[src/rtl/audio_sample_fifo.sv]
// ---------------------------------------------------------------------------
// audio_sample_fifo
//
// Stereo sample FIFO with priming. Each entry is one left/right pair of
// 32-bit words. A 2^DEPTH_LOG2 entry circular buffer sits behind a show-ahead
// read port. The read port only starts presenting data after the buffer
// has filled to PRIME_LEVEL entries. It goes back to priming whenever it
// drains.
//
// Optional feature: define AUDIO_SAMPLE_FIFO_STATS_EN to build the underrun
// counter and the sticky overflow flag. Without the macro, both outputs are
// tied to zero and no counter logic is built.
//
// Handshakes:
//   write: an entry is accepted on a posedge where wr_valid=1, wr_ready=1
//          and flush=0. wr_valid while wr_ready=0 is a dropped write (the
//          producer is not back-pressured).
//   read : while fifo_ready=1 the head entry is on fifo_*_data. fifo_ack=1
//          on that cycle pops it. fifo_ack while fifo_ready=0 is an
//          underrun and pops nothing.
//
// Ports:
//   clk, reset_n        clock, async active-low reset
//   flush               synchronous clear of contents and state
//   wr_valid/left/right producer side, audio in bits [31:16]
//   wr_ready            not full (registered state only)
//   fifo_left_data/right_data/fifo_ready/fifo_ack   consumer side
//   level               entry count 0..2^DEPTH_LOG2
//   underrun_cnt        saturating count of acks while not ready
//   overflow            sticky, a write was dropped because the FIFO was full
//   dbg_state           FSM state, 0 = PRIME, 1 = RUN
// ---------------------------------------------------------------------------
module audio_sample_fifo #(
    parameter int DEPTH_LOG2  = 4,
    parameter int PRIME_LEVEL = 8
) (
    input  logic                  clk,
    input  logic                  reset_n,
    input  logic                  flush,
    input  logic                  wr_valid,
    input  logic [31:0]           wr_left,
    input  logic [31:0]           wr_right,
    output logic                  wr_ready,
    output logic [31:0]           fifo_left_data,
    output logic [31:0]           fifo_right_data,
    output logic                  fifo_ready,
    input  logic                  fifo_ack,
    output logic [DEPTH_LOG2:0]   level,
    output logic [15:0]           underrun_cnt,
    output logic                  overflow,
    output logic                  dbg_state
);

    localparam int DEPTH = 1 << DEPTH_LOG2;
    localparam logic [DEPTH_LOG2:0]   DEPTH_LVL = (DEPTH_LOG2+1)'(DEPTH);
    localparam logic [DEPTH_LOG2:0]   PRIME_LVL = (DEPTH_LOG2+1)'(PRIME_LEVEL);
    localparam logic [DEPTH_LOG2:0]   LVL_ONE   = (DEPTH_LOG2+1)'(1);
    localparam logic [DEPTH_LOG2-1:0] PTR_ONE   = DEPTH_LOG2'(1);

    typedef enum logic {
        ST_PRIME = 1'b0,
        ST_RUN   = 1'b1
    } state_e;

    state_e                 state_q, state_d;
    logic [DEPTH_LOG2-1:0]  wr_ptr_q, wr_ptr_d;
    logic [DEPTH_LOG2-1:0]  rd_ptr_q, rd_ptr_d;
    logic [DEPTH_LOG2:0]    level_q, level_d;
    logic                   ready_q, ready_d;
    logic                   push, pop;

    // Storage is not reset. Stale contents are never presented, because
    // fifo_ready only rises over written entries.
    logic [63:0]            mem_q [DEPTH];

    assign wr_ready        = (level_q < DEPTH_LVL);
    assign level           = level_q;
    assign fifo_ready      = ready_q;
    assign dbg_state       = (state_q == ST_RUN);
    assign fifo_left_data  = ready_q ? mem_q[rd_ptr_q][63:32] : 32'd0;
    assign fifo_right_data = ready_q ? mem_q[rd_ptr_q][31:0]  : 32'd0;

    always_comb begin
        push     = wr_valid && wr_ready && !flush;
        pop      = fifo_ack && ready_q && !flush;
        wr_ptr_d = wr_ptr_q;
        rd_ptr_d = rd_ptr_q;
        level_d  = level_q;
        state_d  = state_q;

        if (push) wr_ptr_d = wr_ptr_q + PTR_ONE;
        if (pop)  rd_ptr_d = rd_ptr_q + PTR_ONE;

        if (push && !pop)      level_d = level_q + LVL_ONE;
        else if (pop && !push) level_d = level_q - LVL_ONE;

        case (state_q)
            // The threshold is checked on registered level, so RUN begins
            // the cycle after the fill reaches PRIME_LEVEL.
            ST_PRIME: if (level_q >= PRIME_LVL) state_d = ST_RUN;
            // Popping the last entry re-primes even if a write lands in the
            // same cycle. The new entry then waits for a full refill.
            ST_RUN:   if ((pop && level_q == LVL_ONE) || level_q == '0)
                          state_d = ST_PRIME;
            default:  state_d = ST_PRIME;
        endcase

        if (flush) begin
            wr_ptr_d = '0;
            rd_ptr_d = '0;
            level_d  = '0;
            state_d  = ST_PRIME;
        end

        // fifo_ready is registered, but it always equals
        // (state == RUN && level != 0) on the registered values.
        ready_d = (state_d == ST_RUN) && (level_d != '0);
    end

    always_ff @(posedge clk or negedge reset_n) begin
        if (!reset_n) begin
            state_q  <= ST_PRIME;
            wr_ptr_q <= '0;
            rd_ptr_q <= '0;
            level_q  <= '0;
            ready_q  <= 1'b0;
        end else begin
            state_q  <= state_d;
            wr_ptr_q <= wr_ptr_d;
            rd_ptr_q <= rd_ptr_d;
            level_q  <= level_d;
            ready_q  <= ready_d;
        end
    end

    always_ff @(posedge clk) begin
        if (push) mem_q[wr_ptr_q] <= {wr_left, wr_right};
    end

`ifdef AUDIO_SAMPLE_FIFO_STATS_EN
    logic [15:0] underrun_q;
    logic        overflow_q;

    // Both statistics survive flush. Only reset clears them.
    always_ff @(posedge clk or negedge reset_n) begin
        if (!reset_n) begin
            underrun_q <= '0;
            overflow_q <= 1'b0;
        end else begin
            if (wr_valid && !wr_ready) overflow_q <= 1'b1;
            if (fifo_ack && !ready_q && underrun_q != 16'hFFFF)
                underrun_q <= underrun_q + 16'd1;
        end
    end

    assign underrun_cnt = underrun_q;
    assign overflow     = overflow_q;
`else
    assign underrun_cnt = 16'd0;
    assign overflow     = 1'b0;
`endif

endmodule

[config.mk]
export PLATFORM = sky130hd
export DESIGN_NAME = audio_sample_fifo
export DESIGN_NICKNAME = d
export VERILOG_FILES = /design/src/rtl/audio_sample_fifo.sv
export SDC_FILE = /design/constraint.sdc
export NUM_CORES = 1
export LEC_CHECK = 0
export ABC_AREA = 1
export CORE_ASPECT_RATIO = 1.4
export CORE_MARGIN = 8
export CORE_UTILIZATION = 40
export DETAILED_ROUTE_END_ITERATION = 10
export PLACE_DENSITY = 0.63
export SYNTH_ARGS = -nofsm -noshare
export SYNTH_HDL_FRONTEND = slang
export SYNTH_SLANG_ARGS = --single-unit
[constraint.sdc]
create_clock -name clk -period 7.4 [get_ports clk]
set_clock_uncertainty 0.2 [all_clocks]
set_input_delay 0.74 -clock clk [delete_from_list [all_inputs] [get_ports clk]]
set_output_delay 0.74 -clock clk [all_outputs]
set_load 0.05 [all_outputs]
==> impl_metrics.py <==
metrics = {
    "worst_setup_path": {
        "endpoint_kind": "output port",
        "cp.required_ns": 6.46,
        "cp_top_family": "buffers and inverters",
        "regToRegSetupSlack_ns": 4.07,
        "r2r-end": "mem_q[12][60]",
        "worstSetupPathType": "reg2out",
        "rr_startpoint": "level[4]",
        "worstPathBufferInverterCount": 3,
        "path_cells": "buf_4 -> buf_4 -> nor2_1 -> nor2_1 -> o21ai_0 -> o211ai_1 -> nand3_1 -> a21oi_1 -> clkdlybuf4s50_1",
        "reg2regPathDepth": 5,
        "cp_slowest_stage_delay_ns": 0.93,
        "crit_fanout": 90,
        "slowest_stage": "clkdlybuf4s50_1",
        "arrival_ns": 4.83,
        "start_kind": "flip-flop",
    },
    "floorplan": {
        "core_area_um2": 103000,
        "die_x_um": 288,
        "rows": 139,
        "start_util_pct": 40.3,
        "dieHeight_um": 396,
        "num_io_pins": 158,
        "dieArea_um2": 114000,
    },
    "cts": {
        "numCtsBuffers": 96,
        "postCtsSetupBuffers": 0,
        "clockRootBuffer": "clkbuf_16",
        "clkLatencyLatePin_ns": 0.68,
        "htreeDepth": 3,
        "clockBufferDepth": 3,
        "postCtsHoldBufs": 0,
        "clock-sinks": 1039,
        "ctsResizeCount": 0,
        "path_clk_slew_ns": 0.06,
        "cts_tree": "built",
    },
    "synthesis": {
        "synth_seq_cells": 1039,
        "synth_area_per_cell_um2": 13.2,
        "yosys_warnings": 0,
        "syn_area_um2": 41400,
        "ys_seq_area_share_pct": 75.3,
        "ys_types": 24,
        "syn_inst": 3144,
    },
    "pwr": {
        "clkPwrFrac_pct": 35.2,
        "p_int_mw": 9.84,
        "comb_power_share_pct": 17.4,
        "leakage_nw": 14.8,
        "power_density_nw_per_um2": 294,
        "p_seq_share_pct": 47.5,
        "p_sw_share_pct": 28.5,
        "vdd_drop_max_uv": 331,
        "p_switching_mw": 3.93,
    },
    "timing": {
        "fin_crit_ns": 5.77,
        "min_period_over_period_pct": 78.0,
        "slew_headroom_pct": 21.2,
        "rsz0062_at_grt": "false",
        "fin_setup_tns_ns": 0,
        "setup_viol": 0,
        "max_freq_ghz": 0.173,
        "hold_viol_final": 0,
        "tightest_slew_ns": 1.18,
        "slew_viol_final": 0,
    },
    "detailed_routing": {
        "first_pass_iters": 5,
        "drc": 0,
        "via_per_inst": 5.54,
        "drt-initial-drc-count": 2475,
        "ant_nets": 0,
        "wl_mm": 107,
        "wire_per_inst_um": 23.1,
        "num_vias": 25688,
    },
    "finish": {
        "drive_gt1_share_pct": 6.44,
        "area_growth_pct": 13.4,
        "multi_input_area_um2": 9040,
        "n_fill_cell": 9064,
        "ff_latch_area_um2": 31100,
        "nNetsFinal": 3288,
        "fin_util_pct": 45.7,
    },
    "place": {
        "port_buffers": 140,
        "hpwl_mm": 52.3,
        "place_congestion": 0.739,
    },
    "global_route": {
        "grt_usage_pct": 18.3,
        "grt_pass1_vias": 25355,
        "antenna_found_initial": 11,
        "grt_max_degree": 211,
        "overflow": 0,
        "grt_pass1_wl_mm": 159,
    },
    "min_path": {
        "hold_class": "in2async",
    },
    "outcome": {
        "status": "finished clean",
    },
    "job": {
        "max_cap_viol_count": 0,
    },
}
power groups by stage:
stage                     clock network, mW  logic [mW]  registers [mW]
after detailed placement                  0        2.39            6.66
after global placement                    0        2.37            6.66
after floorplan                           0        1.87            6.67
after CTS                              4.92        2.41            6.54
after global routing                   5.12        2.67            6.54
final                                  4.84        2.39            6.54
kinds of logic after synthesis:
kind of cell	synth area share (%)
other cells	0.00907
simple gates	9.43
compound gates	11.8
buf+inv	3.26
fa+ha+maj	0.242
flops	75.3
worst max path at each step:
stage,start,to,slack [ns],cells past startpoint
after floorplan,flush,mem_q[1][0],0.80,5
after global placement,rd_ptr_q[0],fifo_left_data[21],2.20,9
after detailed placement,rd_ptr_q[0],fifo_left_data[21],2.31,9
after CTS,rd_ptr_q[0],fifo_left_data[21],1.54,9
after global routing,rd_ptr_q[0],fifo_left_data[21],1.39,9
final,rd_ptr_q[0],fifo_left_data[21],1.63,9
cell usage in the layout (no fill, tap or decap), drive strengths merged:
cell type	count
nand2	31
bufinv	7
a21oi	70
nand4	4
clkbuf	119
nor2	786
nor3	13
a31oi	1
clkinv	45
ha	8
buf	50
clkinvlp	2
clkdlybuf4s50	140
o211ai	256
conb	17
dfrtp	15
o21ai	520
inv	34
diode	6
edfxtp	1024
nor4	1
nand3	147
layout make-up:
class | instances | area share (%)
Clock inverter | 58 | 1.09
Multi-Input combinational cell | 1854 | 19.3
Tap cell | 1339 | 3.57
Clock buffer | 119 | 5.42
Timing Repair Buffer | 190 | 3.95
Antenna cell | 6 | 0.0320
Sequential cell | 1039 | 66.4
Inverter | 30 | 0.285
registers in the layout (all words and copies together), names as in the netlist:
name and count:
dbg_state 1, fifo_ready 1, level 5, mem_q 1024, rd_ptr_q 4, wr_ptr_q 4
per-stage QoR:
step | worst slack (ns) | area [um^2] | power [mW] | cells | hold WS [ns]
2_1_floorplan | 0.799 | 41400 | 8.54 | 3160 | 0.244
6_report | 1.63 | 46900 | 13.8 | 4635 | 0.327
3_3_place_gp | 2.20 | 43800 | 9.03 | 4452 | 0.317
5_1_grt | 1.39 | 46900 | 14.3 | 4633 | 0.352
4_1_cts | 1.54 | 46900 | 13.9 | 4629 | 0.293
3_5_place_dp | 2.31 | 43800 | 9.06 | 4452 | 0.347
per-layer routing:
| metal | track usage, % | share of wire (%) | vias up | wire (um) |
|---|---|---|---|---|
| met5 | 0 | 0.038 | - | 41 |
| met2 | 31.9 | 50 | 822 | 54100 |
| li1 | - | - | 11731 | - |
| met1 | 22.5 | 40 | 12919 | 42900 |
| met4 | 7.84 | 3.7 | 6 | 3920 |
| met3 | 3.01 | 5.8 | 210 | 6270 |
cells in the mapped netlist (all sizes together):
cell | instances | area [um^2]
clkbuf | 129 | 484
nor4 | 1 | 6.26
inv | 30 | 113
o211ai | 256 | 1920
nor2 | 786 | 2950
conb | 1 | 3.75
o21ai | 520 | 2600
nand2 | 31 | 116
buf | 108 | 753
ha | 8 | 100
a21oi | 70 | 350
a31oi | 1 | 6.26
nand3 | 147 | 736
nor3 | 13 | 65.1
nand4 | 4 | 25.0
edfxtp | 1024 | 30700
dfrtp | 15 | 375
No activity file was read; power rests on OpenSTA's default activity.
